`src/rtl/kbd_matrix.sv`:
```
`default_nettype none
// ============================================================================
// Module   : kbd_matrix
// Brief    : PS/2 set-2 byte stream to ZX ROWSxCOLS key matrix, with
//            reference-counted positions shared between composite keys.
// Revision : 1.0
// ============================================================================
module kbd_matrix #(
  parameter int ROWS    = 8,
  parameter int COLS    = 5,
  parameter int CNT_W   = 2,
  parameter int TIMEOUT = 0
) (
  input  logic        clock_50,
  input  logic        reset_n,
  input  logic [7:0]  ps2data,
  input  logic        ps2hit,
  input  logic [15:0] A,
  output logic [7:0]  D,
  output logic        any_key
);

  typedef enum logic [2:0] {
    S_IDLE    = 3'd0,
    S_EXT     = 3'd1,
    S_BRK     = 3'd2,
    S_EXT_BRK = 3'd3,
    S_PAUSE   = 3'd4
  } state_t;

  localparam logic [7:0] c_BYTE_BRK   = 8'hF0;
  localparam logic [7:0] c_BYTE_EXT   = 8'hE0;
  localparam logic [7:0] c_BYTE_PAUSE = 8'hE1;
  localparam logic [7:0] c_LALT_IDX   = 8'h11;
  localparam logic [2:0] c_PAUSE_SKIP = 3'd7;
  localparam logic [6:0] c_CS         = {1'b1, 3'd0, 3'd0};
  localparam logic [6:0] c_SS         = {1'b1, 3'd7, 3'd1};

  // Matrix target encoding: {valid, row[2:0], col[2:0]}
  function automatic logic [6:0] pos(input logic [2:0] row, input logic [2:0] col);
    return {1'b1, row, col};
  endfunction

  // Two targets per key index {ext, code[6:0]}; alt selects the symbol variant
  function automatic logic [13:0] key_map(input logic [7:0] idx, input logic alt);
    logic [6:0] t0;
    logic [6:0] t1;
    t0 = '0;
    t1 = '0;
    case (idx)
      8'h12: t0 = c_CS;
      8'h1A: t0 = pos(3'd0, 3'd1);
      8'h22: t0 = pos(3'd0, 3'd2);
      8'h21: t0 = pos(3'd0, 3'd3);
      8'h2A: t0 = pos(3'd0, 3'd4);
      8'h1C: t0 = pos(3'd1, 3'd0);
      8'h1B: t0 = pos(3'd1, 3'd1);
      8'h23: t0 = pos(3'd1, 3'd2);
      8'h2B: t0 = pos(3'd1, 3'd3);
      8'h34: t0 = pos(3'd1, 3'd4);
      8'h15: t0 = pos(3'd2, 3'd0);
      8'h1D: t0 = pos(3'd2, 3'd1);
      8'h24: t0 = pos(3'd2, 3'd2);
      8'h2D: t0 = pos(3'd2, 3'd3);
      8'h2C: t0 = pos(3'd2, 3'd4);
      8'h16: t0 = pos(3'd3, 3'd0);
      8'h1E: t0 = pos(3'd3, 3'd1);
      8'h26: t0 = pos(3'd3, 3'd2);
      8'h25: t0 = pos(3'd3, 3'd3);
      8'h2E: t0 = pos(3'd3, 3'd4);
      8'h45: t0 = pos(3'd4, 3'd0);
      8'h46: t0 = pos(3'd4, 3'd1);
      8'h3E: t0 = pos(3'd4, 3'd2);
      8'h3D: t0 = pos(3'd4, 3'd3);
      8'h36: t0 = pos(3'd4, 3'd4);
      8'h4D: t0 = pos(3'd5, 3'd0);
      8'h44: t0 = pos(3'd5, 3'd1);
      8'h43: t0 = pos(3'd5, 3'd2);
      8'h3C: t0 = pos(3'd5, 3'd3);
      8'h35: t0 = pos(3'd5, 3'd4);
      8'h5A: t0 = pos(3'd6, 3'd0);
      8'h4B: t0 = pos(3'd6, 3'd1);
      8'h42: t0 = pos(3'd6, 3'd2);
      8'h3B: t0 = pos(3'd6, 3'd3);
      8'h33: t0 = pos(3'd6, 3'd4);
      8'h29: t0 = pos(3'd7, 3'd0);
      8'h59: t0 = c_SS;
      8'h3A: t0 = pos(3'd7, 3'd2);
      8'h31: t0 = pos(3'd7, 3'd3);
      8'h32: t0 = pos(3'd7, 3'd4);
      8'h58: begin t0 = c_CS; t1 = c_SS;            end
      8'h0D: begin t0 = c_CS; t1 = pos(3'd3, 3'd0); end
      8'h66: begin t0 = c_CS; t1 = pos(3'd4, 3'd0); end
      8'h76: begin t0 = c_CS; t1 = pos(3'd7, 3'd0); end
      // Arrows: keypad (ext=0) and cursor block (ext=1)
      8'h75, 8'hF5: begin t0 = c_CS; t1 = pos(3'd4, 3'd3); end
      8'h6B, 8'hEB: begin t0 = c_CS; t1 = pos(3'd3, 3'd4); end
      8'h72, 8'hF2: begin t0 = c_CS; t1 = pos(3'd4, 3'd4); end
      8'h74, 8'hF4: begin t0 = c_CS; t1 = pos(3'd4, 3'd2); end
      8'h41: begin t0 = c_SS; t1 = alt ? pos(3'd2, 3'd3) : pos(3'd7, 3'd3); end
      8'h49: begin t0 = c_SS; t1 = alt ? pos(3'd2, 3'd4) : pos(3'd7, 3'd2); end
      8'h4A: begin t0 = c_SS; t1 = alt ? pos(3'd0, 3'd3) : pos(3'd0, 3'd4); end
      8'h4C: begin t0 = c_SS; t1 = alt ? pos(3'd0, 3'd1) : pos(3'd5, 3'd1); end
      8'h52: begin t0 = c_SS; t1 = alt ? pos(3'd5, 3'd0) : pos(3'd4, 3'd3); end
      8'h4E: begin t0 = c_SS; t1 = alt ? pos(3'd4, 3'd0) : pos(3'd6, 3'd3); end
      8'h55: begin t0 = c_SS; t1 = alt ? pos(3'd6, 3'd2) : pos(3'd6, 3'd1); end
      default: ;
    endcase
    return {t1, t0};
  endfunction

  // {valid, slot} of the alt latch owned by each symbol key
  function automatic logic [3:0] sym_slot(input logic [7:0] idx);
    logic [3:0] s;
    s = 4'b0000;
    case (idx)
      8'h41: s = 4'b1000;
      8'h49: s = 4'b1001;
      8'h4A: s = 4'b1010;
      8'h4C: s = 4'b1011;
      8'h52: s = 4'b1100;
      8'h4E: s = 4'b1101;
      8'h55: s = 4'b1110;
      default: ;
    endcase
    return s;
  endfunction

  state_t             r_state;
  state_t             w_state_next;
  logic [2:0]         r_skip;
  logic [2:0]         w_skip_next;
  logic [255:0]       r_held;
  logic [6:0]         r_alt_latch;
  logic               r_lalt;
  logic               w_make;
  logic               w_break;
  logic               w_ext;
  logic               w_reset_code;
  logic               w_release_all;
  logic               w_wd_expire;
  logic [7:0]         w_idx;
  logic               w_code_ok;
  logic [3:0]         w_sym;
  logic               w_alt_sel;
  logic [13:0]        w_map;
  logic               w_mapped;
  logic               w_do_make;
  logic               w_do_break;
  logic               w_lalt_make;
  logic               w_lalt_break;
  logic [ROWS*COLS-1:0] w_nz;
  logic               w_unused_addr;

  assign w_unused_addr = ^A[7:0];

  always_ff @(posedge clock_50) begin
    if (!reset_n) begin
      r_state <= S_IDLE;
      r_skip  <= 3'd0;
    end else begin
      r_state <= w_state_next;
      r_skip  <= w_skip_next;
    end
  end

  always_comb begin
    w_state_next = r_state;
    w_skip_next  = r_skip;
    w_make       = 1'b0;
    w_break      = 1'b0;
    w_ext        = 1'b0;
    w_reset_code = 1'b0;
    if (ps2hit) begin
      case (r_state)
        S_IDLE: begin
          if (ps2data == c_BYTE_BRK) begin
            w_state_next = S_BRK;
          end else if (ps2data == c_BYTE_EXT) begin
            w_state_next = S_EXT;
          end else if (ps2data == c_BYTE_PAUSE) begin
            w_state_next = S_PAUSE;
            w_skip_next  = c_PAUSE_SKIP;
          end else begin
            w_make       = 1'b1;
            w_reset_code = (ps2data == 8'hAA) || (ps2data == 8'h00) || (ps2data == 8'hFF);
          end
        end
        S_EXT: begin
          if (ps2data == c_BYTE_BRK) begin
            w_state_next = S_EXT_BRK;
          end else begin
            w_make       = 1'b1;
            w_ext        = 1'b1;
            w_state_next = S_IDLE;
          end
        end
        S_BRK: begin
          w_break      = 1'b1;
          w_state_next = S_IDLE;
        end
        S_EXT_BRK: begin
          w_break      = 1'b1;
          w_ext        = 1'b1;
          w_state_next = S_IDLE;
        end
        S_PAUSE: begin
          w_skip_next = r_skip - 3'd1;
          if (r_skip <= 3'd1) begin
            w_skip_next  = 3'd0;
            w_state_next = S_IDLE;
          end
        end
        default: w_state_next = S_IDLE;
      endcase
    end
    // Release-all overrides whatever the byte would otherwise have done
    w_release_all = w_reset_code | w_wd_expire;
    if (w_release_all) begin
      w_state_next = S_IDLE;
      w_skip_next  = 3'd0;
      w_make       = 1'b0;
      w_break      = 1'b0;
    end
  end

  assign w_idx     = {w_ext, ps2data[6:0]};
  assign w_code_ok = ~ps2data[7];
  assign w_sym     = sym_slot(w_idx);
  // A break must hit the same symbol variant that its make chose
  assign w_alt_sel = w_make ? r_lalt : r_alt_latch[w_sym[2:0]];
  assign w_map     = key_map(w_idx, w_alt_sel);
  assign w_mapped  = w_map[13] | w_map[6];

  assign w_do_make    = w_make  & w_code_ok & w_mapped & ~r_held[w_idx];
  assign w_do_break   = w_break & w_code_ok & r_held[w_idx];
  assign w_lalt_make  = w_make  & w_code_ok & (w_idx == c_LALT_IDX);
  assign w_lalt_break = w_break & w_code_ok & (w_idx == c_LALT_IDX);

  always_ff @(posedge clock_50) begin
    if (!reset_n) begin
      r_held      <= '0;
      r_alt_latch <= '0;
      r_lalt      <= 1'b0;
    end else if (w_release_all) begin
      r_held      <= '0;
      r_alt_latch <= '0;
      r_lalt      <= 1'b0;
    end else begin
      if (w_do_make) begin
        r_held[w_idx] <= 1'b1;
        if (w_sym[3]) begin
          r_alt_latch[w_sym[2:0]] <= r_lalt;
        end
      end
      if (w_do_break) begin
        r_held[w_idx] <= 1'b0;
      end
      if (w_lalt_make) begin
        r_lalt <= 1'b1;
      end else if (w_lalt_break) begin
        r_lalt <= 1'b0;
      end
    end
  end

  for (genvar r = 0; r < ROWS; r++) begin : g_row
    for (genvar c = 0; c < COLS; c++) begin : g_col
      logic [CNT_W-1:0] r_cnt;
      logic             w_hit;

      assign w_hit = (w_map[6]  && (w_map[5:3]  == 3'(r)) && (w_map[2:0] == 3'(c))) ||
                     (w_map[13] && (w_map[12:10] == 3'(r)) && (w_map[9:7] == 3'(c)));

      always_ff @(posedge clock_50) begin
        if (!reset_n) begin
          r_cnt <= '0;
        end else if (w_release_all) begin
          r_cnt <= '0;
        end else if (w_do_make && w_hit) begin
          if (r_cnt != {CNT_W{1'b1}}) begin
            r_cnt <= r_cnt + CNT_W'(1);
          end
        end else if (w_do_break && w_hit) begin
          if (r_cnt != '0) begin
            r_cnt <= r_cnt - CNT_W'(1);
          end
        end
      end

      assign w_nz[r*COLS+c] = |r_cnt;
    end
  end

  assign any_key = |w_nz;

  always_comb begin
    D = 8'hFF;
    for (int c = 0; c < COLS; c++) begin
      for (int r = 0; r < ROWS; r++) begin
        if (w_nz[r*COLS+c] && !A[8+r]) begin
          D[c] = 1'b0;
        end
      end
    end
  end

  if (TIMEOUT > 0) begin : g_wd
    localparam int c_WD_W = (TIMEOUT > 1) ? $clog2(TIMEOUT) : 1;
    logic [c_WD_W-1:0] r_wd;

    assign w_wd_expire = any_key & ~ps2hit & (r_wd == c_WD_W'(TIMEOUT - 1));

    always_ff @(posedge clock_50) begin
      if (!reset_n) begin
        r_wd <= '0;
      end else if (ps2hit || !any_key || w_wd_expire) begin
        r_wd <= '0;
      end else begin
        r_wd <= r_wd + c_WD_W'(1);
      end
    end
  end else begin : g_no_wd
    assign w_wd_expire = 1'b0;
  end

endmodule
`default_nettype wire

```
`config.mk`:
```
export PLATFORM = sky130hd
export DESIGN_NAME = kbd_matrix
export DESIGN_NICKNAME = d
export VERILOG_FILES = /design/src/rtl/kbd_matrix.sv
export SDC_FILE = /design/constraint.sdc
export NUM_CORES = 1
export LEC_CHECK = 0
export CAP_MARGIN = 5
export CORE_MARGIN = 10
export CORE_UTILIZATION = 56
export DETAILED_ROUTE_END_ITERATION = 12
export HOLD_SLACK_MARGIN = 0.02
export PLACE_DENSITY_LB_ADDON = 0.3
export SETUP_SLACK_MARGIN = 0.1
export SLEW_MARGIN = 20
export SYNTH_ARGS = -nofsm -noshare
export SYNTH_HDL_FRONTEND = slang
export SYNTH_SLANG_ARGS = --single-unit
```
`constraint.sdc`:
```
create_clock -name clock_50 -period 3.55 [get_ports clock_50]
set_input_delay 0.5325 -clock clock_50 [delete_from_list [all_inputs] [get_ports clock_50]]
set_output_delay 0.5325 -clock clock_50 [all_outputs]
set_load 0.01 [all_outputs]
```
# Word-level counts from Yosys, hierarchy flattened
# Index checks and enable logic that the tools add are counted.
[op_classes]
n_addsub = 81
magnitude_cmp = 5
n_eq_ne = 176
mux = 254
bitwise = 14
n_reduce_logical = 488
[op_table]
columns = ["op", "n"]
rows = [
  ["256-bit 2-to-1 mux", 4],
  ["2-bit 2-to-1 mux", 162],
  ["7-bit case mux with 40 select lines", 1],
  ["256-bit AND", 1],
  ["256-bit NOT", 1],
  ["256-bit OR", 1],
  ["2-bit nonzero test", 122],
  ["1-bit logical AND", 218],
  ["8-bit by 6-bit == test with 1-bit output (second input constant)", 23],
  ["8-bit by 7-bit == test with 1-bit output (second input constant)", 23],
  ["3-bit AND reduction", 41],
  ["7-bit case mux with 15 select lines", 1],
  ["2-bit OR reduction", 46],
  ["2-bit inequality test (second input constant)", 44],
  ["2-bit by 1-bit adder with 2-bit output (second input constant)", 40],
  ["2-bit by 1-bit inequality test with 1-bit output (second input constant)", 40],
  ["80-bit OR reduction", 1],
  ["2-bit by 1-bit subtractor with 2-bit output (second input constant)", 40],
  ["8-bit by 5-bit == test with 1-bit output (second input constant)", 9],
  ["8-bit == test (second input constant)", 9],
  ["1-bit 2-to-1 mux", 62],
  ["1-bit logical OR", 42],
  ["3-bit == test (second input constant)", 11],
  ["3-bit by 2-bit == test with 1-bit output (second input constant)", 10],
  ["other kinds (32)", 66],
]
[totals]
regBits = 350
in_bits = 27
out_inout_bits = 9
wordCells = 1063

# Logic depth before layout (Yosys ltp)
[depth]
ltp_word = 20
ltp_mapped = 19
ltp_nobuf = 10

# Worst setup path after synthesis
# No wires, ideal clock.
[synth_path]
kind = "input port to flip-flop"
startpoint = "in ps2data[0]"
endpoint = "reg g_row[4].g_col[0].r_cnt[0]"
setup_ns = 0.074
arrival_ns = 3.315
required_time_ns = 3.476
path_slack_ns = 0.161
stages = 15
path_buffers = 6
cell_sequence = "buf_6 -> buf_12 -> buf_12 -> buf_12 -> or4b_1 -> buf_2 -> nor3_4 -> o22ai_1 -> a41o_1 -> buf_6 -> nor2b_4 -> nor4_4 -> a32oi_1 -> or4b_1 -> a31oi_1"
[synth_via]
elab_chain_cells = 19
elab_cells_between_ends = 127
classes_between = "67 x eq/ne; 31 x mux; 7 x bitwise; 22 x reduce/logical"
[synth_lines]
columns = ["item", "line", "rtl"]
rows = [
  ["from (decl)", "16", "input logic [7:0] ps2data,"],
  ["branches (longest 19 deep; another with 7-bit case mux with 15 select lines)", "--", ""],
  ["to (signal assigned)", "282", "r_cnt <= r_cnt + CNT_W'(1);"],
  ["to (signal assigned)", "286", "r_cnt <= r_cnt - CNT_W'(1);"],
  ["to (decl)", "269", "logic [CNT_W-1:0] r_cnt;"],
]
# Parallel ways; which one is timed is not known. The select of a mux whose other input is x is not followed.
# A chain may end at the register's enable or synchronous reset.

# Worst setup path after layout
[layout_path]
startpoint = "in ps2hit"
endpoint = "reg g_row[0].g_col[1].r_cnt[0]"
[layout_via]
elab_chain_cells = 15
elab_cells_between_ends = 110
classes_between = "62 x eq/ne; 22 x mux; 7 x bitwise; 19 x reduce/logical"
[layout_lines]
columns = ["item", "line", "rtl"]
rows = [
  ["from (decl)", "17", "input logic ps2hit,"],
  ["1-bit 2-to-1 mux", "174", "if (ps2hit) begin"],
  ["8-bit by 7-bit == test with 1-bit output", "50, 116", ""],
  ["4-bit case mux with 7 select lines", "116", "case (idx)"],
  ["1-bit binary-select mux with 3-bit select", "231", "assign w_alt_sel = w_make ? r_lalt : r_alt_latch[w_sym[2:0]];"],
  ["1-bit 2-to-1 mux (not written as such)", "231", ""],
  ["1-bit 2-to-1 mux", "231", ""],
  ["4-bit 2-to-1 mux, or another cell as far along", "104", "8'h52: begin t0 = c_SS; t1 = alt ? pos(3'd5, 3'd0) : pos(3'd4, 3'd3); end"],
  ["7-bit case mux with 15 select lines", "50", "case (idx)"],
  ["3-bit zero test", "273", "(w_map[13] && (w_map[12:10] == 3'(r)) && (w_map[9:7] == 3'(c)));"],
  ["1-bit logical AND (2 in a row)", "273", ""],
  ["1-bit logical OR", "272", "assign w_hit = (w_map[6] && (w_map[5:3] == 3'(r)) && (w_map[2:0] == 3'(c))) ||"],
  ["1-bit logical AND, on equally long branches", "280, 284", ""],
  ["2-bit by 1-bit inequality test with 1-bit output (no source line) or 2-bit nonzero test (tied branches)", "--", ""],
  ["3-bit AND reduction (no source line)", "--", ""],
  ["to (signal assigned)", "282", ""],
  ["to (signal assigned)", "286", ""],
  ["to (decl)", "269", ""],
]
# Several ways; a longest one is shown, not always the timed one. The select of a mux whose other input is x is not followed.

==> impl_metrics.py <==
metrics = {
    "status": {
        "run_status": "complete, no violations",
    },
    "sta": {
        "period_needed_ns": 3.365,
        "finalClockSkew_ns": 0.01945,
        "worst_slew_pin_slew_ns": 0.5529,
        "tns_ns": 0,
        "grt_setup_unrepaired": "yes",
        "final_max_slew_viol_count": 0,
        "slew_headroom": 0.6314,
        "hold-worst-slack_ns": 0.4280,
        "max_freq_ghz": 0.2971,
        "setup_viol": 0,
        "final-hold-violation-count": 0,
        "min_period_over_period": 0.9480,
        "final.setup.worst_slack_ns": 0.1847,
    },
    "yosys": {
        "synth-edff-count": 0,
        "ys_ff_latch": 350,
        "synthesis.instances": 2082,
        "synthesis.yosys.warnings": 0,
        "mappedNetlistArea_mm2": 0.01705,
        "yosysTopAreaCell": "sky130_fd_sc_hd__dfxtp_1",
        "synth_flop_cell": "sky130_fd_sc_hd__dfxtp_1",
        "ys_types": 87,
        "async_reset_ff_frac": 0,
        "synthesis.area_per_instance_um2": 8.189,
        "yosys.cell_count.top_type": "sky130_fd_sc_hd__dfxtp_1",
        "synth_seq_area_share": 0.4109,
        "synth.top_cells.by_area": "sky130_fd_sc_hd__dfxtp_1 41%, sky130_fd_sc_hd__a21oi_1 9.6%, sky130_fd_sc_hd__nand2_1 7.7%, sky130_fd_sc_hd__mux2i_1 4.8%, sky130_fd_sc_hd__mux4_2 4.0%",
        "synthTopCellsByCount": "350 x sky130_fd_sc_hd__dfxtp_1, 349 x sky130_fd_sc_hd__nand2_1, 328 x sky130_fd_sc_hd__a21oi_1",
        "synth_top_cell_area_share": 0.4109,
    },
    "worst_setup_path": {
        "category_of_cells_accounting_for_the_largest_share_of_critical_path_delay": "buffers and inverters",
        "critPathMaxFanout": 16,
        "worst_ep_required_time_ns": 3.95,
        "setup.worst_path.end_class": "flip-flop",
        "crit_path_cell_trace": "clkdlybuf4s50_1, and3b_1, buf_12, buf_4, nor2_2, buf_4, nand3_1, o2111ai_1, nor3_1, buf_4, and3_1, nand2b_4, buf_12, buf_4, nor3_1, o21ai_0, a31oi_1",
        "timing.critical_path.depth": 17,
        "reg2reg_depth": 16,
        "timing_worst_setup_path_type": "in2reg",
        "cp_common_cell": "sky130_fd_sc_hd__buf_4",
        "worst_path_max_delay_cell": "sky130_fd_sc_hd__clkdlybuf4s50_1",
        "start_kind": "input pin",
        "critPathMaxStageDelay_ns": 0.50,
        "critical_path.n_buffers_inverters": 7,
        "arrival_ns": 3.76,
    },
    "placement": {
        "hpwl_um": 42770,
        "preCtsSetupSlack_ns": -0.5119,
        "detailed_place.area_mm2": 0.01979,
        "placed_cells_incl_taps": 2632,
        "routabilityCongestion": 1.013,
        "io_buffers": 24,
    },
    "clock_tree": {
        "clkLatencyLatePin_ns": 0.54,
        "root_buffer": "sky130_fd_sc_hd__clkbuf_16",
        "cts-htree-levels": 2,
        "cts-hold-fix-buffers": 0,
        "cts_tree": "done",
        "clockBufferDepth": 3,
        "cts.reportedPaths.clkPinSlew_ns": 0.06,
        "cts-buffers-inserted": 38,
        "clock_sinks": 350,
    },
    "worst_hold_path": {
        "timing.hold.worst.class": "reg2reg",
        "whs_path_depth": 2,
    },
    "layout": {
        "area_growth_pct": 24.24,
        "final_cells": 2700,
        "num_antenna_cells": 0,
        "drive_gt1_frac": 0.1987,
        "fin_nets": 2317,
        "final_core_util": 0.7091,
        "layout.cell_area.non_filler_mm2": 0.02118,
    },
    "routing": {
        "drt-pass1-iter-count": 6,
        "routed_wl_um": 61120,
        "post_drt_via_cell_ratio": 6.581,
        "route.detailed.drc": 0,
        "route.vias.total": 17770,
        "postRouteAntennaNets": 0,
        "wl_per_cell_um": 22.64,
        "starting_drt_drc_count": 2218,
    },
    "floorplan": {
        "initial_utilization": 0.5707,
        "floorplan.die.width_um": 194.5,
        "core-area_mm2": 0.02987,
        "ioPinCount": 36,
        "dieArea_mm2": 0.03783,
        "placementRows": 63,
        "die_extent_in_y_um": 194.5,
    },
    "global_routing": {
        "globalRoute.totalOverflow": 0,
        "grt_start_max_net_pins": 73,
        "first_global_vias": 17180,
        "grtUsageTotal": 0.3049,
        "grt_pass1_wl_um": 95020,
        "antenna_found_initial": 0,
    },
    "run": {
        "drv_cap": 0,
    },
    "power_and_ir_drop": {
        "power.leakage_nw": 8.127,
        "pwr_density_cell_mw_per_mm2": 400.7,
        "power.total_mw": 8.488,
        "peakVddDrop_uv": 406.1,
    },
}
[report_power, final]
part,switching [mW],internal (mW)
Sequential,0.00556,3.93
Clock,1.59,2.20
Combinational,0.459,0.307
[worst register-to-register path, cell delays in order, from the launching register on]
cell	delay [ns]
sky130_fd_sc_hd__dfxtp_1	0.40
sky130_fd_sc_hd__and3b_1	0.38
sky130_fd_sc_hd__buf_12	0.15
sky130_fd_sc_hd__buf_4	0.17
sky130_fd_sc_hd__nor2_2	0.08
sky130_fd_sc_hd__buf_4	0.18
sky130_fd_sc_hd__nand3_1	0.11
sky130_fd_sc_hd__o2111ai_1	0.17
sky130_fd_sc_hd__nor3_1	0.25
sky130_fd_sc_hd__buf_4	0.19
sky130_fd_sc_hd__and3_1	0.19
sky130_fd_sc_hd__nand2b_4	0.17
sky130_fd_sc_hd__buf_12	0.16
sky130_fd_sc_hd__buf_4	0.17
sky130_fd_sc_hd__nor3_1	0.07
sky130_fd_sc_hd__o21ai_0	0.20
sky130_fd_sc_hd__a31oi_1	0.10
[worst paths after layout]
kind | start | to | slack, ns
max | ps2hit | g_row[0].g_col[1].r_cnt[0]$_SDFFE_PP0P_ | 0.18
min | r_held[218]$_SDFF_PP0_ | r_held[218]$_SDFF_PP0_ | 0.43
max reg2reg | r_state[0]$_SDFFE_PP0P_ | g_row[0].g_col[1].r_cnt[0]$_SDFFE_PP0P_ | 0.28
min reg2reg | r_held[218]$_SDFF_PP0_ | r_held[218]$_SDFF_PP0_ | 0.43
[cells in the final DEF, fill, tap and decap left out, drive strengths merged, types with 7 or more instances in the layout]
| master | instances |
|---|---|
| dfxtp | 350 |
| nand2 | 350 |
| a21oi | 328 |
| buf | 317 |
| nor2 | 150 |
| o21ai | 113 |
| mux2i | 81 |
| clkbuf | 57 |
| o22ai | 54 |
| nor3 | 47 |
| nand3 | 45 |
| a22oi | 36 |
| mux4 | 32 |
| a31oi | 31 |
| nand4 | 30 |
| a211oi | 30 |
| nand2b | 23 |
| and2 | 23 |
| o211a | 19 |
| clkdlybuf4s50 | 19 |
| inv | 18 |
| nor4 | 14 |
| a311oi | 10 |
| nand3b | 8 |
| nor2b | 8 |
| and3 | 7 |
[repair_timing]
item / CTS / global route
resized for setup: 6 / 35
buffers inserted: 0 / 5
pin swaps: 0 / 10
gates cloned: 0 / 1
setup endpoints to repair: 41 / 190
[metal layers]
| layer | share of wire | track usage | wire [um] | vias to the layer above |
|---|---|---|---|---|
| li1 | - | - | - | 7957 |
| met1 | 0.38 | 0.3825 | 23380 | 8443 |
| met2 | 0.46 | 0.4866 | 27970 | 1113 |
| met3 | 0.10 | 0.05679 | 6222 | 255 |
| met4 | 0.058 | 0.1652 | 3544 | 0 |
| met5 | 0 | 0 | 0 | - |
[layout make-up]
class                      instances  area, um^2
fill                            2309        8692
inverter                          19       71.32
clock inverter                     6       83.83
multi-input combinational       1540        9276
clock buffer                      56        1089
sequential                       350        7007
tap                              390       488.0
timing repair buffer             339        3168
[logic make-up (layout without fill, tap and decap cells)]
kind of cell | after synthesis | count (layout) | share of synthesized area
mux | 114 | 114 | 0.09092
flops | 350 | 350 | 0.4109
xor+xnor | 1 | 1 | 0.0005138
compound gates | 680 | 680 | 0.2379
buf+inv | 194 | 420 | 0.05724
simple gates | 740 | 740 | 0.2008
fa+ha+maj | 2 | 2 | 0.001467
other cells | 1 | 3 | 0.0002199
Power figures use the tool's default switching activity.
